[config.mk]
export PLATFORM = sky130hd
export DESIGN_NAME = note_scheduler
export DESIGN_NICKNAME = d
export VERILOG_FILES = /design/src/rtl/note_sched_pkg.sv /design/src/rtl/note_slot_alloc.sv /design/src/rtl/note_scheduler.sv
export SDC_FILE = /design/constraint.sdc
export NUM_CORES = 1
export LEC_CHECK = 0
export ABC_AREA = 0
export ABC_CLOCK_PERIOD_IN_PS = 5900
export CAP_MARGIN = 5
export CORE_UTILIZATION = 49
export CTS_BUF_LIST = sky130_fd_sc_hd__clkbuf_8 sky130_fd_sc_hd__clkbuf_16
export DETAILED_ROUTE_END_ITERATION = 10
export PLACE_DENSITY = 0.8
export SLEW_MARGIN = 20
export SYNTH_ARGS = -nofsm -noshare
export SYNTH_HDL_FRONTEND = slang
export SYNTH_SLANG_ARGS = --single-unit
[constraint.sdc]
create_clock -name clk_i -period 5.9 [get_ports clk_i]
set_input_delay 0.59 -clock clk_i [delete_from_list [all_inputs] [get_ports clk_i]]
set_output_delay 0.59 -clock clk_i [all_outputs]
set_load 0.01 [all_outputs]
[src/rtl/note_sched_pkg.sv]
// Shared state encoding, screen geometry and index-width helper for the note highway scheduler.
package note_sched_pkg;

    typedef enum logic [2:0] {
        ST_IDLE    = 3'd0,
        ST_ADVANCE = 3'd1,
        ST_FETCH   = 3'd2,
        ST_SPAWN   = 3'd3,
        ST_JUDGE   = 3'd4
    } state_e;

    localparam int unsigned SCREEN_H = 32'd480;
    localparam int unsigned HIT_Y    = 32'd350;
    localparam int unsigned HIT_H    = 32'd20;
    localparam int unsigned NOTE_H   = 32'd50;

    function automatic int unsigned idx_width(input int unsigned n);
        return (n > 32'd1) ? 32'($clog2(n)) : 32'd1;
    endfunction

endpackage

[src/rtl/note_slot_alloc.sv]
// Per-lane priority encoder: index of the lowest set candidate bit plus a found flag.
module note_slot_alloc
    import note_sched_pkg::*;
#(
    parameter int unsigned SLOTS = 4,
    parameter int unsigned SW    = idx_width(SLOTS)
) (
    input  logic [SLOTS-1:0] cand_i,
    output logic [SW-1:0]    idx_o,
    output logic             found_o
);

    logic [SLOTS-1:0] low_s;

    // Isolate the lowest set bit so the OR-encode below sees a one-hot vector.
    assign low_s   = cand_i & (~cand_i + SLOTS'(1'b1));
    assign found_o = |cand_i;

    // Encode the one-hot lowest candidate into a slot index.
    always_comb begin
        idx_o = {SW{1'b0}};
        for (int i = 0; i < int'(SLOTS); i++) begin
            idx_o = idx_o | (low_s[i] ? SW'(i) : {SW{1'b0}});
        end
    end

endmodule

[src/rtl/note_scheduler.sv]
// Note slot owner for the lane highway: advances, spawns from the chart ROM and judges strums.
// Build option: define LOOP_CHART_EN to wrap the chart address instead of stopping at the last row.
module note_scheduler
    import note_sched_pkg::*;
#(
    parameter int unsigned NUM_LANES      = 4,
    parameter int unsigned SLOTS_PER_LANE = 4,
    parameter int unsigned Y_WIDTH        = 10,
    parameter int unsigned CHART_AW       = 6,
    parameter int unsigned SPAWN_GAP      = 100
) (
    input  logic                                        clk_i,
    input  logic                                        reset_i,
    input  logic                                        tick_i,
    input  logic                                        run_i,
    input  logic [3:0]                                  speed_i,
    input  logic                                        strum_i,
    input  logic [NUM_LANES-1:0]                        buttons_i,
    output logic [CHART_AW-1:0]                         chart_addr_o,
    output logic                                        chart_rd_o,
    input  logic [NUM_LANES-1:0]                        chart_data_i,
    output logic [NUM_LANES*SLOTS_PER_LANE-1:0]         note_valid_o,
    output logic [NUM_LANES*SLOTS_PER_LANE*Y_WIDTH-1:0] note_y_o,
    output logic [NUM_LANES-1:0]                        hit_pulse_o,
    output logic [NUM_LANES-1:0]                        miss_pulse_o,
    output logic                                        chart_done_o,
    output logic                                        busy_o
);

    localparam int unsigned NS  = NUM_LANES * SLOTS_PER_LANE;
    localparam int unsigned LW  = idx_width(NUM_LANES);
    localparam int unsigned SW  = idx_width(SLOTS_PER_LANE);
    localparam int unsigned IW  = idx_width(NS);
    localparam int unsigned YW1 = Y_WIDTH + 32'd1;
    localparam int unsigned DW  = idx_width(SPAWN_GAP + 32'd16);

    state_e                state_q;
    logic [NS-1:0]         valid_q;
    logic [Y_WIDTH-1:0]    y_q [NS];
    logic [IW-1:0]         walk_q;
    logic [DW-1:0]         dist_q;
    logic                  tick_pend_q;
    logic                  strum_pend_q;
    logic [NUM_LANES-1:0]  btn_q;
    logic [NUM_LANES-1:0]  miss_acc_q;
    logic [NUM_LANES-1:0]  hit_q;
    logic [NUM_LANES-1:0]  miss_q;
    logic                  chart_rd_q;
    logic [CHART_AW-1:0]   addr_q;
    logic                  done_q;

    logic [YW1-1:0]        sum_s;
    logic                  retire_now_s;
    logic [LW-1:0]         walk_lane_s;
    logic [NUM_LANES-1:0]  miss_acc_s;
    logic [DW-1:0]         dist_sum_s;
    logic [NS-1:0]         win_s;
    logic                  any_in_s;
    state_e                after_pass_s;
    logic [NUM_LANES-1:0]  alloc_found_s;
    logic [NUM_LANES-1:0]  judge_found_s;
    logic [IW-1:0]         alloc_slot_s [NUM_LANES];
    logic [IW-1:0]         judge_slot_s [NUM_LANES];

    // Position sum is one bit wider so a note crossing the bottom cannot wrap back on screen.
    assign sum_s        = {1'b0, y_q[walk_q]} + YW1'(speed_i);
    assign retire_now_s = valid_q[walk_q] && (sum_s >= YW1'(SCREEN_H));
    assign walk_lane_s  = LW'(walk_q / IW'(SLOTS_PER_LANE));
    assign miss_acc_s   = miss_acc_q | (retire_now_s ? (NUM_LANES'(1'b1) << walk_lane_s)
                                                     : {NUM_LANES{1'b0}});
    assign dist_sum_s   = dist_q + DW'(speed_i);
    assign any_in_s     = |(valid_q & win_s);
    assign after_pass_s = (strum_pend_q || strum_i) ? ST_JUDGE : ST_IDLE;

    for (genvar i = 0; i < NS; i++) begin : g_slot
        assign win_s[i] = ({1'b0, y_q[i]} < YW1'(HIT_Y + HIT_H)) &&
                          (({1'b0, y_q[i]} + YW1'(NOTE_H)) > YW1'(HIT_Y));
        assign note_y_o[i*Y_WIDTH +: Y_WIDTH] = y_q[i];
    end

    for (genvar l = 0; l < NUM_LANES; l++) begin : g_lane
        logic [SW-1:0] a_idx_s;
        logic [SW-1:0] j_idx_s;

        note_slot_alloc #(.SLOTS(SLOTS_PER_LANE), .SW(SW)) u_alloc (
            .cand_i  (~valid_q[l*SLOTS_PER_LANE +: SLOTS_PER_LANE]),
            .idx_o   (a_idx_s),
            .found_o (alloc_found_s[l])
        );

        note_slot_alloc #(.SLOTS(SLOTS_PER_LANE), .SW(SW)) u_judge (
            .cand_i  (valid_q[l*SLOTS_PER_LANE +: SLOTS_PER_LANE] & win_s[l*SLOTS_PER_LANE +: SLOTS_PER_LANE]),
            .idx_o   (j_idx_s),
            .found_o (judge_found_s[l])
        );

        assign alloc_slot_s[l] = IW'(l * SLOTS_PER_LANE) + IW'(a_idx_s);
        assign judge_slot_s[l] = IW'(l * SLOTS_PER_LANE) + IW'(j_idx_s);
    end

    // Pass sequencer: pending-event latches, slot walk, chart fetch/spawn and strum judging.
    always_ff @(posedge clk_i) begin
        if (reset_i) begin
            state_q      <= ST_IDLE;
            valid_q      <= {NS{1'b0}};
            for (int i = 0; i < int'(NS); i++) begin
                y_q[i] <= {Y_WIDTH{1'b0}};
            end
            walk_q       <= {IW{1'b0}};
            dist_q       <= {DW{1'b0}};
            tick_pend_q  <= 1'b0;
            strum_pend_q <= 1'b0;
            btn_q        <= {NUM_LANES{1'b0}};
            miss_acc_q   <= {NUM_LANES{1'b0}};
            hit_q        <= {NUM_LANES{1'b0}};
            miss_q       <= {NUM_LANES{1'b0}};
            chart_rd_q   <= 1'b0;
            addr_q       <= {CHART_AW{1'b0}};
            done_q       <= 1'b0;
        end else begin
            hit_q      <= {NUM_LANES{1'b0}};
            miss_q     <= {NUM_LANES{1'b0}};
            chart_rd_q <= 1'b0;

            // The newest strum overrides an unjudged one, even in the JUDGE cycle itself.
            if (strum_i) begin
                strum_pend_q <= 1'b1;
                btn_q        <= buttons_i;
            end else if (state_q == ST_JUDGE) begin
                strum_pend_q <= 1'b0;
            end
            if (tick_i && run_i && (state_q != ST_IDLE)) begin
                tick_pend_q <= 1'b1;
            end

            case (state_q)
                ST_IDLE: begin
                    if (tick_pend_q || (tick_i && run_i)) begin
                        state_q     <= ST_ADVANCE;
                        walk_q      <= {IW{1'b0}};
                        miss_acc_q  <= {NUM_LANES{1'b0}};
                        tick_pend_q <= 1'b0;
                    end else if (strum_pend_q || strum_i) begin
                        state_q <= ST_JUDGE;
                    end
                end
                ST_ADVANCE: begin
                    if (retire_now_s) begin
                        valid_q[walk_q] <= 1'b0;
                    end else if (valid_q[walk_q]) begin
                        y_q[walk_q] <= sum_s[Y_WIDTH-1:0];
                    end
                    miss_acc_q <= miss_acc_s;
                    if (walk_q == IW'(NS - 32'd1)) begin
                        miss_q <= miss_acc_s;
                        if (done_q) begin
                            state_q <= after_pass_s;
                        end else if (dist_sum_s >= DW'(SPAWN_GAP)) begin
                            dist_q     <= dist_sum_s - DW'(SPAWN_GAP);
                            chart_rd_q <= 1'b1;
                            state_q    <= ST_FETCH;
                        end else begin
                            dist_q  <= dist_sum_s;
                            state_q <= after_pass_s;
                        end
                    end else begin
                        walk_q <= walk_q + IW'(1'b1);
                    end
                end
                ST_FETCH: begin
                    state_q <= ST_SPAWN;
                end
                ST_SPAWN: begin
                    for (int l = 0; l < int'(NUM_LANES); l++) begin
                        if (chart_data_i[l] && alloc_found_s[l]) begin
                            valid_q[alloc_slot_s[l]] <= 1'b1;
                            y_q[alloc_slot_s[l]]     <= {Y_WIDTH{1'b0}};
                        end
                    end
                    if (addr_q == {CHART_AW{1'b1}}) begin
`ifdef LOOP_CHART_EN
                        addr_q <= {CHART_AW{1'b0}};
`else
                        done_q <= 1'b1;
`endif
                    end else begin
                        addr_q <= addr_q + CHART_AW'(1'b1);
                    end
                    state_q <= after_pass_s;
                end
                ST_JUDGE: begin
                    if (any_in_s) begin
                        for (int l = 0; l < int'(NUM_LANES); l++) begin
                            if (btn_q[l] && judge_found_s[l]) begin
                                valid_q[judge_slot_s[l]] <= 1'b0;
                                hit_q[l]                 <= 1'b1;
                            end else if (btn_q[l]) begin
                                miss_q[l] <= 1'b1;
                            end
                        end
                    end
                    state_q <= ST_IDLE;
                end
                default: begin
                    state_q <= ST_IDLE;
                end
            endcase
        end
    end

    assign chart_addr_o = addr_q;
    assign chart_rd_o   = chart_rd_q;
    assign note_valid_o = valid_q;
    assign hit_pulse_o  = hit_q;
    assign miss_pulse_o = miss_q;
    assign chart_done_o = done_q;
    assign busy_o       = (state_q != ST_IDLE);

endmodule
After elaboration in Yosys (flattened, before gate mapping)
Memory sizes are Yosys's and may differ from the RTL's. A register that Yosys moved wholly into a read port is not among the register bits.
Index checks and enable logic that the tools add are counted.
Widths: inputs -> output; s select.
{"block": "totals", "n_memories": 1, "reg_bits": 56, "mem_bits_rw": 160, "input_bits": 17, "latchBits": 0, "rom_bits": 0, "wordCells": 386, "output_inout_bits": 193}
{"name": "y_q", "depth": 16, "word_bits": 10, "read_ports": 17, "rd_clocked_by_memory_dff": 1, "write_ports": 16, "line": "note_scheduler.sv:39", "rtl": "logic [Y_WIDTH-1:0] y_q [NS];"}
{"block": "op_classes", "n_bitwise": 62, "shift": 1, "n_addsub": 35, "n_div": 0, "muxes": 144, "reduce_logical": 66, "order_cmp": 52, "n_eq_ne": 12, "n_mul": 0}
{"op": "$mux 16", "n": 25}
{"op": "$add 10x6->11 const B", "n": 16}
{"op": "$gt 11x9->1 const B", "n": 16}
{"op": "$lt 10x9->1 const B", "n": 16}
{"op": "$and 16x16->16", "n": 6}
{"op": "$mux 1", "n": 64}
{"op": "$not 16->16", "n": 4}
{"op": "$mux 10", "n": 5}
{"op": "$reduce_or 10->1", "n": 5}
{"op": "$and 4x4->4", "n": 12}
{"op": "$mux 4", "n": 12}
{"op": "$not 4->4", "n": 12}
{"op": "$or 16x16->16", "n": 3}
{"op": "$pmux 16 s3", "n": 1}
{"op": "$add 4x1->4 const B", "n": 9}
{"op": "$logic_and 1x1->1", "n": 36}
{"op": "$reduce_or 4->1", "n": 9}
{"op": "$lt 4x5->1 const B", "n": 7}
{"op": "$mux 2", "n": 16}
{"op": "$or 2x2->2", "n": 16}
{"op": "$demux 1 s4", "n": 7}
{"op": "$ge 4x1->1 const B", "n": 7}
{"op": "$pmux 4 s2", "n": 3}
{"op": "$mux 3", "n": 6}
{"op": "other kinds (35)", "n": 59}

Logic depth before layout (Yosys ltp)
Gate-level depths: netlist of run 1.
An unclocked memory read counts as a cell.
{"block": "logic_depth", "ltp_word": 35, "mapped_depth": 20, "depth_no_buf": 12}

Hierarchy
From an unflattened synthesis of run 1, not the netlist that was laid out.
{"block": "unflattened", "cells_unflattened": 1353, "area_unflattened_um2": 12838.6}
{"mod": "note_scheduler", "area_each_um2": 12558.3, "cells_each": 1297, "n_inst": 1, "seq_area_each_um2": 4804.6}
{"mod": "note_slot_alloc", "area_each_um2": 35.0, "cells_each": 7, "n_inst": 8, "seq_area_each_um2": 0.0}

Least setup slack after synthesis of run 1
Ideal clock, no wire load.
{"block": "synth_timing", "path_kind": "register -> register", "startpoint": "register (tool-made name)", "endpoint": "memory y_q[0][0], enable pin", "required_time_ns": 5.522, "synth_period_minus_slack_ns": 5.805, "arrival_time_ns": 5.427, "setup_ns": 0.378, "stages_incl_launch_ff": 21, "path_slack_ns": 0.095, "path_buffers": 8, "cell_sequence": "dfxtp_1 -> buf_6 -> buf_6 -> buf_6 -> buf_4 -> buf_1 -> mux4_2 -> mux4_2 -> ha_1 -> fa_1 -> nand3_1 -> a22oi_1 -> and4_1 -> nor3_2 -> and4_1 -> buf_6 -> a211oi_4 -> buf_6 -> o41a_1 -> buf_2 -> o21ai_1"}
{"item": "to (decl)", "line": "note_scheduler.sv:39"}

==> results of run 1 <==
[layout make-up]
class	count	area share [%]
flip-flops and latches	220	30.6
clock buffers	30	4.35
repair buffers	237	14.7
multi-input cells	1003	46.1
inverters	25	0.605
clock inverters	14	1.00
well taps	330	2.63
[per-layer routing]
| metal | vias to the layer above | wire length [um] | track usage [%] |
|---|---|---|---|
| li1 | 5359 | - | - |
| met1 | 5927 | 17600 | 45.6 |
| met2 | 898 | 20500 | 52.8 |
| met3 | 156 | 5810 | 7.66 |
| met4 | 2 | 2060 | 15.6 |
| met5 | - | 14 | 0 |
[tightest hold or removal path, delay by kind of cell, from the launching register on]
| kind | cells | cell delay [ns] |
|---|---|---|
| AOI/OAI and AO/OA | 1 | 0.05 |
| and+or+nand+nor | 1 | 0.06 |
| DFF | 1 | 0.32 |
[registers in the layout, indices dropped and copies added, names as in the netlist, named ones only]
register,cells
miss_acc_q,4
miss_pulse_o,4
note_valid_o,16
chart_done_o,1
dist_q,7
btn_q,4
tick_pend_q,1
y_q,160
strum_pend_q,1
walk_q,4
state_q,3
chart_addr_o,6
hit_pulse_o,4
chart_rd_o,1
[synth_stat cells, types with 6 or more instances]
cell type / n
a31oi_1: 8
nor2_1: 87
nand2_1: 133
o2111ai_1: 11
a22oi_1: 8
o21ai_0: 34
nor4bb_1: 9
dfxtp_1: 180
a32oi_1: 6
a21oi_1: 67
o211a_1: 6
mux2_2: 19
nand4_1: 8
nor3_1: 74
a21o_1: 8
xor2_1: 7
and3_1: 11
nand2b_1: 6
nor4b_1: 8
and2_1: 12
o21ai_1: 6
inv_1: 24
and4_1: 6
nor2b_1: 11
nand3_1: 135
xnor2_1: 9
clkbuf_1: 68
a211oi_1: 12
mux2i_1: 113
or3_1: 7
buf_1: 10
nor3b_1: 19
edfxtp_1: 40
mux4_2: 38
nor4_1: 17
ha_1: 15
buf_2: 15
[power by group through the flow]
| stage | combinational, mW | sequential, mW | clock (mW) |
|---|---|---|---|
| 2_1_floorplan | 0.286 | 1.59 | 0 |
| 3_3_place_gp | 0.431 | 1.60 | 0 |
| 3_5_place_dp | 0.442 | 1.60 | 0 |
| 4_1_cts | 0.445 | 1.57 | 1.59 |
| 5_1_grt | 0.482 | 1.57 | 1.65 |
| 6_report | 0.461 | 1.57 | 1.59 |
[per-stage QoR]
step                      hold WS [ns]  total power, mW  cells  utilization [%]  instance area [um2]
after floorplan                  0.432             1.88   1349                -                12500
after global placement           0.444             2.03   1815             59.2                14900
after detailed placement         0.461             2.05   1815             59.2                14900
after CTS                        0.474             3.61   1859             62.5                15700
after global routing             0.496             3.71   1859             62.6                15700
final                            0.470             3.62   1859             62.6                15700
[cells by family after synthesis]
family                   count (synthesis)
XOR/XNOR                                16
other                                    1
multiplexers                           175
flip-flops                             220
AND/OR/NAND/NOR                        568
adder cells (fa/ha/maj)                 17
AO/OA/AOI/OAI                          223
buffers and inverters                  126
[how the worst min path moves through the flow]
stage	start	end	slack, ns
6_report	dist_q[4]	dist_q[4]	0.47
5_1_grt	dist_q[4]	dist_q[4]	0.50
3_5_place_dp	dist_q[0]	dist_q[0]	0.46
2_1_floorplan	miss_acc_q[3]	miss_acc_q[3]	0.43
4_1_cts	dist_q[4]	dist_q[4]	0.47
3_3_place_gp	miss_acc_q[3]	miss_acc_q[3]	0.44
==> flow_metrics.py, run 1 <==
metrics = {
    "run_status": {
        "outcome": "complete, no violations",
    },
    "setup_path": {
        "crit_chain": "buf_4 -> mux4_2 -> mux4_2 -> ha_1 -> a21o_1 -> a21o_1 -> a21oi_1 -> a21oi_4 -> and4_1 -> a211oi_4 -> o41a_1 -> buf_4 -> o21ai_1 -> buf_4",
        "reg2reg_to": "y_q[1][7]",
        "rrSetupSlack_ns": 0.40,
        "cpMaxStageDelayCell": "a211oi_4",
        "crit_end": "y_q[1][7]",
        "crit_top_cell": "buf_4",
        "cp_num_cells": 14,
        "critPathTopFamily": "compound AO/OA/AOI/OAI gates",
        "max_stage_delay_ns": 0.83,
        "critical_path_class": "flip-flop to flip-flop",
        "arrival_ns": 5.79,
        "start_kind": "flip-flop",
        "path_buf_inv": 3,
        "worst-path-max-fanout": 39,
        "end_kind": "flip-flop",
        "worstRegToRegCells": 14,
        "cp_data_required_time_ns": 6.19,
    },
    "clock_tree": {
        "postCtsSetupRepairBufs": 0,
        "htree_levels": 1,
        "insertion_delay_ns": 0.54,
        "clk_pin_slew_ns": 0.06,
        "clockRootBuffer": "clkbuf_16",
        "hold_buffers": 0,
        "numCtsBuffers": 24,
        "cts.sinks": 220,
        "cts_tree": "built",
        "cts_resized": 0,
        "cts_buffer_depth": 3,
    },
    "placed_design": {
        "preCtsSetupSlack_ns": 0.550,
        "hpwl_um": 33200,
        "gp_congestion": 0.966,
        "io_buffer_count": 209,
    },
    "power": {
        "power.internal_mw": 2.64,
        "p_comb_share_pct": 12.7,
        "power.density_mw_per_mm2": 231,
        "seqPwrFrac_pct": 43.4,
        "ir_drop_uv": 207,
        "power.switching_mw": 0.980,
        "leakagePower_nw": 5.51,
        "swShare_pct": 27.1,
        "pwr-share-clk_pct": 43.9,
    },
    "sta": {
        "fin_skew_ns": 0.0133,
        "finalSetupViolCount": 0,
        "rsz0062_at_grt": "false",
        "slew_headroom_pct": 14.1,
        "finalCritPeriodShare_pct": 93.2,
        "max_clock_freq_ghz": 0.182,
        "fin_crit_ns": 5.50,
        "slew_violations": 0,
        "fin_ws_ns": 0.402,
        "hold_viol_final": 0,
        "tns_ns": 0,
        "tightest_slew_ns": 1.27,
    },
    "synth": {
        "ys_seq_elements": 220,
        "yosys.area_share.xor_xnor_pct": 1.12,
        "synth_compound_gate_area_share_pct": 12.5,
        "synth_top_area_share_pct": 28.8,
        "synth_ff_type": "dfxtp_1",
        "avgSynthCellArea_um2": 9.30,
        "yosysTopAreaCell": "dfxtp_1",
        "syn_inst": 1346,
        "synth_top_family_by_area": "simple AND/OR/NAND/NOR gates",
        "synthArstFlopShare_pct": 0,
        "yosys.area_share.simple_pct": 23.2,
        "synth_edf_count": 40,
        "synth.area.top_cells": "dfxtp_1 29%, edfxtp_1 9.6%, mux2i_1 9.0%, mux4_2 6.8%, nand3_1 5.4%",
        "synthMuxAreaShare_pct": 18.6,
        "ys_types": 79,
        "syn-cell-area_mm2": 0.0125,
        "ys_seq_area_share_pct": 38.4,
        "synthAdderAreaFrac_pct": 1.82,
        "yosysWarnings": 0,
    },
    "cells_and_area": {
        "layout_commonest_cell": "clkdlybuf4s50_1",
        "antenna_cells": 0,
        "drive_gt1_share_pct": 10.4,
        "most-common-layout-cells": "208 x clkdlybuf4s50_1, 179 x dfxtp_1, 135 x nand3_1",
        "seq_area_mm2": 0.00481,
        "syn2layout_area_growth_pct": 25.5,
        "fill_cells": 2045,
        "multi_input_area_mm2": 0.00724,
        "fin_nets": 1545,
    },
    "grt": {
        "grt_pass1_wl_um": 68600,
        "antenna_found_initial": 1,
        "grtUsageTotal_pct": 34.2,
        "grt_start_max_net_pins": 101,
        "grt_pass1_vias": 11300,
        "grt.overflow.total": 0,
    },
    "min_path": {
        "worstHoldPathCells": 2,
        "hp-class": "flip-flop to flip-flop",
    },
    "floorplan": {
        "die_h_um": 162,
        "num_rows": 58,
        "die_x_um": 162,
        "core_area_mm2": 0.0251,
        "ios": 210,
        "start_util_pct": 49.9,
        "dieArea_mm2": 0.0262,
    },
    "route": {
        "vias": 12300,
        "drcViolationCount": 0,
        "postRouteAntennaNets": 0,
        "drtIter0Drc": 1560,
        "vias_per_cell": 6.64,
        "wl_um": 46000,
        "dr.pass1.iters": 6,
        "wire_per_inst_um": 24.7,
    },
    "job": {
        "cap_violations": 0,
    },
}
Note: power is estimated with default switching activity, not from simulation.
==> run 2: changes to the inputs <==
HOLD_SLACK_MARGIN = 0.15   (was not set)
SLEW_MARGIN = 25   (was 20)
==> run 2 against run 1 <==
Utilization is 0.13 points higher. Register-to-register slack better by 0.09 ns. Wire length hardly changed. Combinational power hardly changed. First-iteration DRC count is 4.7% higher. Via count is 0.27% higher. Maximum frequency is 1.7% higher. Critical path depth stayed put. Sequential cell count stayed put. Power is 0.34% higher. Sequential share of layout area is 0.066 points lower. Non-clock buffer count is 1 higher. Critical endpoint is now y_q[1][1].
==> flow_metrics.py, run 2 (synthesized netlist as in run 1, its figures left out) <==
metrics = {
    "setup_path": {
        "critical_path_class": "flip-flop to flip-flop",
        "worst-path-max-fanout": 39,
        "max_stage_delay_ns": 0.81,
        "crit_chain": "buf_4 -> mux4_2 -> mux4_2 -> ha_1 -> a21o_1 -> a21o_1 -> a21oi_1 -> a21oi_4 -> and4_1 -> a211oi_4 -> o41a_1 -> buf_4 -> o21ai_1 -> buf_4",
        "end_kind": "flip-flop",
        "critPathTopFamily": "compound AO/OA/AOI/OAI gates",
        "start_kind": "flip-flop",
        "cp_data_required_time_ns": 6.19,
        "cpMaxStageDelayCell": "a211oi_4",
        "arrival_ns": 5.69,
        "path_buf_inv": 3,
        "crit_top_cell": "buf_4",
    },
    "floorplan": {
        "num_rows": 58,
        "die_x_um": 162,
        "core_area_mm2": 0.0251,
        "start_util_pct": 49.9,
        "ios": 210,
        "dieArea_mm2": 0.0262,
        "die_h_um": 162,
    },
    "job": {
        "cap_violations": 0,
    },
    "clock_tree": {
        "insertion_delay_ns": 0.53,
        "cts.sinks": 220,
        "cts_resized": 0,
        "clk_pin_slew_ns": 0.06,
        "clockRootBuffer": "clkbuf_16",
        "numCtsBuffers": 24,
        "cts_tree": "built",
        "cts_buffer_depth": 3,
        "htree_levels": 1,
        "postCtsSetupRepairBufs": 0,
        "hold_buffers": 0,
    },
    "grt": {
        "grtUsageTotal_pct": 34.1,
        "top_usage_layer": "met2",
        "grt_util_met1_pct": 45.8,
        "antenna_found_initial": 0,
        "met2_usage_pct": 52.8,
        "grt_start_max_net_pins": 101,
        "grt_pass1_vias": 11100,
        "grt.overflow.total": 0,
        "grtUsageMet3_pct": 7.10,
        "grt_pass1_wl_um": 68100,
    },
    "power": {
        "power.density_mw_per_mm2": 231,
        "finalPower_mw": 3.64,
        "ir_drop_uv": 195,
        "leakagePower_nw": 5.52,
    },
    "cells_and_area": {
        "syn2layout_area_growth_pct": 25.7,
        "most-common-layout-cells": "208 x clkdlybuf4s50_1, 179 x dfxtp_1, 135 x nand3_1",
        "largest_reg_flops": 160,
        "largest_register": "y_q",
        "fin_nets": 1546,
        "antenna_cells": 0,
        "layout_commonest_cell": "clkdlybuf4s50_1",
        "drive_gt1_share_pct": 10.5,
    },
    "sta": {
        "tns_ns": 0,
        "rsz0062_at_grt": "false",
        "max_clock_freq_ghz": 0.185,
        "fin_ws_ns": 0.496,
        "slew_headroom_pct": 28.3,
        "hold_viol_final": 0,
        "tightest_slew_ns": 1.07,
        "fin_crit_ns": 5.40,
        "slew_violations": 0,
        "finalCritPeriodShare_pct": 91.6,
        "finalSetupViolCount": 0,
        "fin_skew_ns": 0.0105,
    },
    "route": {
        "wl_um": 45900,
        "wire_per_inst_um": 24.7,
        "vias": 12400,
        "postRouteAntennaNets": 0,
        "dr.pass1.iters": 7,
        "drtIter0Drc": 1634,
        "drcViolationCount": 0,
        "vias_per_cell": 6.65,
    },
    "placed_design": {
        "preCtsSetupSlack_ns": 0.548,
        "gp_congestion": 0.966,
        "io_buffer_count": 209,
        "hpwl_um": 33200,
    },
    "min_path": {
        "hp-class": "flip-flop to flip-flop",
    },
    "run_status": {
        "outcome": "complete, no violations",
    },
}
[run 2: final timing paths]
path             start        end  slack, ns  depth (start not counted)
max          flip-flop  y_q[1][1]       0.50                         14
min          dist_q[4]  dist_q[4]       0.47                          2
min reg2reg  dist_q[4]  dist_q[4]       0.47                          2
max reg2reg  flip-flop  y_q[1][1]       0.50                         14
[run 2: layout make-up]
| type | count | area [um2] |
|---|---|---|
| Tap cell | 330 | 413 |
| Fill cell | 2071 | 9370 |
| Clock buffer | 33 | 747 |
| Clock inverter | 11 | 110 |
| Multi-Input combinational cell | 1003 | 7250 |
| Sequential cell | 220 | 4810 |
| Timing Repair Buffer | 238 | 2320 |
| Inverter | 25 | 95.1 |
[run 2: tightest hold or removal path, stage by stage, from the launching register on]
cell	delay, ns
dfxtp_1	0.32
nand2_1	0.06
a21oi_1	0.05
[run 2: routing by layer]
layer	wire length, um	share of wire (%)
met2	20500	45
met5	0	0
met4	2130	4.6
met3	5890	13
met1	17400	38
[run 2: stage by stage]
| step | area (um2) | utilization (%) | hold WS [ns] | std cells |
|---|---|---|---|---|
| 4_1_cts | 15700 | 62.6 | 0.469 | 1859 |
| 3_3_place_gp | 14900 | 59.2 | 0.444 | 1815 |
| 3_5_place_dp | 14900 | 59.2 | 0.461 | 1815 |
| 6_report | 15700 | 62.7 | 0.467 | 1860 |
| 5_1_grt | 15700 | 62.7 | 0.496 | 1860 |
| 2_1_floorplan | 12500 | - | 0.432 | 1349 |
[run 2: power by group]
| part | internal, mW | switching, mW | leakage (nW) | total, mW |
|---|---|---|---|---|
| registers | 1.54 | 0.0281 | 1.86 | 1.57 |
| logic | 0.148 | 0.312 | 3.22 | 0.460 |
| clock network | 0.970 | 0.635 | 0.444 | 1.60 |
| total | 2.66 | 0.974 | 5.52 | 3.64 |
